===== src/rtl/vxe_vpu_agen_pkg.sv =====
// vxe_vpu_agen_pkg: shared FSM encoding and constants for the VPU vector address generators
package vxe_vpu_agen_pkg;

    typedef enum logic {
        IDLE = 1'b0,
        RUN  = 1'b1
    } agen_state_e;

    localparam int MAX_LANES_LOG2 = 3;
    localparam int UNIT_STRIDE    = 1;

endpackage


===== src/rtl/vxe_vpu_agen_beat.sv =====
// vxe_vpu_agen_beat: word count, word-enable mask and final-beat flag for the current beat
module vxe_vpu_agen_beat #(
    parameter int LANES_LOG2 = 1,
    parameter int LEN_W      = 20
) (
    input  logic [(LANES_LOG2 > 0 ? LANES_LOG2 : 1)-1:0] off,
    input  logic [LEN_W-1:0]                           vlen,
    input  logic                                       unit,
    output logic [LANES_LOG2:0]                        n,
    output logic [(1 << LANES_LOG2)-1:0]               mask,
    output logic                                       last
);

    localparam int WPB   = 1 << LANES_LOG2;
    localparam int CNT_W = LANES_LOG2 + 1;

    logic [CNT_W-1:0] room;

    // Unit stride fills the rest of the line (bounded by the remaining count); strided is one word
    always_comb begin
        room = CNT_W'(WPB) - CNT_W'(off);
        n    = !unit ? CNT_W'(1) : (vlen < LEN_W'(room)) ? CNT_W'(vlen) : room;
        mask = unit ? WPB'(((32'd1 << n) - 32'd1) << off) : WPB'(32'd1 << off);
        last = vlen == LEN_W'(n);
    end

endmodule


===== src/rtl/vxe_vpu_vec_agen.sv =====
// vxe_vpu_vec_agen: vector address generator emitting line addresses and word masks over valid/ready
module vxe_vpu_vec_agen
    import vxe_vpu_agen_pkg::*;
#(
    parameter int ADDR_W     = 38,
    parameter int LEN_W      = 20,
    parameter int STRIDE_W   = 20,
    parameter int LANES_LOG2 = 1
) (
    input  logic                         clk,
    input  logic                         rst,
    input  logic                         i_start,
    input  logic [ADDR_W-1:0]            i_vaddr,
    input  logic [LEN_W-1:0]             i_vlen,
    input  logic [STRIDE_W-1:0]          i_stride,
    input  logic                         i_abort,
    input  logic                         i_ready,
    output logic                         o_valid,
    output logic [ADDR_W-LANES_LOG2-1:0] o_addr,
    output logic [(1 << LANES_LOG2)-1:0] o_we_mask,
    output logic [LANES_LOG2:0]          o_cnt,
    output logic                         o_last,
    output logic                         o_busy,
    output logic                         o_done
);

    localparam int WPB   = 1 << LANES_LOG2;
    localparam int OFF_W = LANES_LOG2 > 0 ? LANES_LOG2 : 1;
    localparam int CNT_W = LANES_LOG2 + 1;

    agen_state_e         state, state_nx;
    logic [ADDR_W-1:0]   q_vaddr, vaddr_nx, step;
    logic [LEN_W-1:0]    q_vlen, vlen_nx;
    logic [STRIDE_W-1:0] q_stride, stride_nx;
    logic                done_nx;
    logic [OFF_W-1:0]    off;
    logic                unit, last;
    logic [CNT_W-1:0]    n;
    logic [WPB-1:0]      mask;

    assign off  = q_vaddr[OFF_W-1:0] & OFF_W'(WPB - 1);
    assign unit = q_stride == STRIDE_W'(UNIT_STRIDE);
    assign step = unit ? ADDR_W'(n) : {{(ADDR_W-STRIDE_W){q_stride[STRIDE_W-1]}}, q_stride};

    vxe_vpu_agen_beat #(
        .LANES_LOG2(LANES_LOG2),
        .LEN_W     (LEN_W)
    ) u_beat (
        .off (off),
        .vlen(q_vlen),
        .unit(unit),
        .n   (n),
        .mask(mask),
        .last(last)
    );

    assign o_valid   = state == RUN;
    assign o_busy    = o_valid;
    assign o_addr    = q_vaddr[ADDR_W-1:LANES_LOG2];
    assign o_we_mask = o_valid ? mask : '0;
    assign o_cnt     = o_valid ? n : '0;
    assign o_last    = o_valid & last;

    // Next state: latch on start, abort beats a simultaneous transfer, advance on each accepted beat
    always_comb begin
        state_nx  = state;
        vaddr_nx  = q_vaddr;
        vlen_nx   = q_vlen;
        stride_nx = q_stride;
        done_nx   = 1'b0;
        if (state == IDLE) begin
            if (i_start && i_vlen != '0) begin
                state_nx  = RUN;
                vaddr_nx  = i_vaddr;
                vlen_nx   = i_vlen;
                stride_nx = i_stride;
            end
            done_nx = i_start && i_vlen == '0;
        end else if (i_abort) begin
            state_nx = IDLE;
        end else if (i_ready) begin
            vaddr_nx = q_vaddr + step;
            vlen_nx  = q_vlen - LEN_W'(n);
            state_nx = last ? IDLE : RUN;
            done_nx  = last;
        end
    end

    // State and operand registers
    always_ff @(posedge clk or posedge rst) begin
        if (rst) begin
            state    <= IDLE;
            q_vaddr  <= '0;
            q_vlen   <= '0;
            q_stride <= '0;
            o_done   <= 1'b0;
        end else begin
            state    <= state_nx;
            q_vaddr  <= vaddr_nx;
            q_vlen   <= vlen_nx;
            q_stride <= stride_nx;
            o_done   <= done_nx;
        end
    end

endmodule


===== config.mk =====
export PLATFORM = sky130hd
export DESIGN_NAME = vxe_vpu_vec_agen
export DESIGN_NICKNAME = d
export VERILOG_FILES = /design/src/rtl/vxe_vpu_agen_pkg.sv /design/src/rtl/vxe_vpu_agen_beat.sv /design/src/rtl/vxe_vpu_vec_agen.sv
export SDC_FILE = /design/constraint.sdc
export NUM_CORES = 1
export LEC_CHECK = 0
export CAP_MARGIN = 40
export CORE_AREA = 2 2 220 114
export DETAILED_ROUTE_END_ITERATION = 10
export DIE_AREA = 0 0 222 116
export PLACE_DENSITY = 0.43
export SETUP_SLACK_MARGIN = 0.3
export SYNTH_ARGS = -nofsm -noshare
export SYNTH_HDL_FRONTEND = slang
export SYNTH_SLANG_ARGS = --single-unit

===== constraint.sdc =====
create_clock -name clk -period 5.5 [get_ports clk]
set_input_delay 1.1 -clock clk [delete_from_list [all_inputs] [get_ports clk]]
set_output_delay 1.1 -clock clk [all_outputs]
set_load 0.005 [all_outputs]

==> impl_metrics.ini <==
[run_status]
status = finished, final reports clean

[grt]
grt_start_max_net_pins = 72
antenna_found_initial = 0
grt_pass1_wl_um = 33400
grt_pass1_vias = 5571
grt_overflow = 0
grt_use_total_pct = 17.0

[floorplanning]
ios = 128
die_y_um = 116
coreArea_um2 = 23700
start_util_pct = 25.8
die_w_um = 222
rows = 40
dieArea_um2 = 25800

[logic_synthesis]
synth_top_area_share_pct = 32.8
yosysWarnings = 0
synth_top_area_cell = dfrtp_1
ys_seq_elements = 80
synth_edf_count = 0
synth_seq_area_share_pct = 32.8
synth_ff_type = dfrtp_1
synthArstFlopShare_pct = 100
syn_area_um2 = 6100
synth.top_cells.by_area = dfrtp_1 33%, a21oi_1 8.4%, ha_1 8.2%
synth_cell_types = 69
synth_cells = 745
syn_nets = 870
synth_area_per_cell_um2 = 8.19

[hold_path]
min_path_type = flop to flop
whs_path_depth = 2
whs_endpoint = q_vlen[0]$_DFFE_PP0P_
min-delay-start = q_vlen[0]$_DFFE_PP0P_

[sta]
setup_violations = 0
finalCritPeriodShare_pct = 88.3
finClkSkew_ps = 12.1
hold_slack_ps = 512
finalSetupTns_ps = 0
drv_slew = 0
setup_ws_ps = 643
worst_pin_slew_ps = 879
hold_violations = 0
fin_crit_ps = 4860
relSlewSlack_pct = 41.4
rsz0062_at_grt = false
fmaxAchievable_mhz = 206

[critical_path]
critPathLaunchType = flop
critPathRequiredTime_ps = 4400
crit_family = simple AND/OR/NAND/NOR gates
reg2reg_depth = 18
rrSetupSlack_ps = 750
critPathSlowestCell = or4_1
regToRegStartpoint = q_vlen[14]$_DFFE_PP0P_
crit_type = flop to output port
critPathCaptureType = output port
cp.arrival_ps = 3760
worstReg2RegEnd = q_vaddr[36]$_DFFE_PP0P_
path_cells = or4_1 > nand3b_1 > nor4b_2 > nand2_1 > a21oi_1 > o21ai_1 > ha_1 > and3_1 > and2_1 > clkdlybuf4s50_1
crit_path_max_incr_delay_ps = 620
crit_buf_inv = 1
crit_fanout = 5

[clocking]
root_buffer = clkbuf_16
clk_latency_ps = 360
cts.reportedPaths.clkPinSlew_ps = 60
cts_hold_buf = 0
cts_buffers = 9
clock_path_buffers = 2
numClockSinks = 80
postCtsSetupRepairBufs = 0
cts_max_level = 3
cts_tree = done

[place]
place.gp.congestion = 0.822
placed_area_um2 = 7680
port_buffers = 127
hpwl_um = 16300
post-place-ws_ps = 681

[routing]
totalWireLength_um = 21200
drtIter0Drc = 423
vias = 5784
drc_errors = 0
antenna_left = 0
routed_via_density = 4.97
routedWlPerCell_um = 18.3
dr.pass1.iters = 4

[final_layout]
area_growth_pct = 30.7
drive_gt1_share_pct = 8.02
final_common_cell = clkdlybuf4s50_1
antenna_cells = 0
mostFrequentLayoutCells = 127 x clkdlybuf4s50_1, 100 x a21oi_1, 79 x dfrtp_1
fin_nets = 969
design_area_um2 = 7980

[pwr]
leakagePower_nw = 3.25
powerDensity_nw_per_um2 = 543
finalPower_w = 0.00433
vdd_ir_drop_max_mv = 0.169

[run]
drv_cap = 0
sequential cells by signal (all words and copies together) (netlist names):
signal	cells
o_done	1
q_vlen	20
q_stride	20
q_vaddr	38
o_busy	1
Yosys cell counts, types with 4 or more instances:
| cell | instances |
|---|---|
| a21oi_1 | 102 |
| dfrtp_1 | 80 |
| nand2_1 | 70 |
| nor2_1 | 57 |
| o21ai_0 | 57 |
| ha_1 | 40 |
| clkbuf_1 | 38 |
| nand3_1 | 27 |
| mux2_2 | 20 |
| mux2i_1 | 17 |
| nor3_1 | 16 |
| xnor2_1 | 16 |
| a21o_1 | 15 |
| and3_1 | 15 |
| inv_1 | 15 |
| nor4_1 | 13 |
| o22ai_1 | 13 |
| o21ai_1 | 12 |
| xor2_1 | 9 |
| and2_1 | 7 |
| buf_2 | 7 |
| o21bai_1 | 7 |
| nand2b_1 | 6 |
| nand4_1 | 6 |
| or3_1 | 6 |
| buf_1 | 4 |
| nor2b_1 | 4 |
worst max-delay path by stage:
stage,start,end,slack (ps),cells after the start
floorplan,q_vlen[14]$_DFFE_PP0P_,q_vaddr[36]$_DFFE_PP0P_,1390,17
global placement,q_vlen[14]$_DFFE_PP0P_,q_vaddr[34]$_DFFE_PP0P_,810,18
detailed placement,q_vlen[14]$_DFFE_PP0P_,q_vaddr[34]$_DFFE_PP0P_,680,18
CTS,q_vlen[14]$_DFFE_PP0P_,o_last,630,10
global route,q_vlen[14]$_DFFE_PP0P_,q_vaddr[36]$_DFFE_PP0P_,360,18
finish,q_vlen[14]$_DFFE_PP0P_,o_last,640,10
stage by stage:
stage               std cells  utilization, %
floorplan                 745               -
global placement         1146            32.3
detailed placement       1148            32.4
CTS                      1163            33.7
global route             1163            33.7
finish                   1163            33.7
layout make-up:
class,count,area [µm²]
fillers,2470,15700
multi-input cells,599,3850
flip-flops and latches,80,2000
repair buffers,138,1380
well taps,315,394
clock buffers,10,229
inverters,16,61.3
clock inverters,5,58.8
power by group:
group	leakage [nW]	switching, W	total (W)	internal (W)
combinational	2.17	0.00144	0.00265	0.00121
clock	0.135	0.000270	0.000620	0.000350
sequential	0.942	0.000253	0.00106	0.000809
per-layer routing:
layer	global-route usage [%]	wire (µm)	vias up
li1	-	-	2920
met1	27.9	12400	2728
met2	21.9	7780	125
met3	3.68	893	11
met4	2.57	121	0
met5	0	0	-
worst min-delay path: stages, from the launching register on:
cell and delay (ps):
dfrtp_1 360, nand2_1 50, o21ai_0 60
logic make-up (layout without fill, tap and decap cells):
logic type      after synthesis  count (layout)  synth area share (%)
xor+xnor                     25              25                  3.59
mux                          37              37                  6.48
flops                        80              80                  32.8
buf+inv                      66             169                  4.26
simple gates                248             248                  20.1
fa+ha+maj                    42              42                  8.86
compound gates              247             247                  23.9
timing repair:
item	CTS	global route
gates resized for setup	0	2
setup endpoints to repair	0	3
hold endpoints to repair	0	0
No activity file was read; power rests on OpenSTA's default activity.
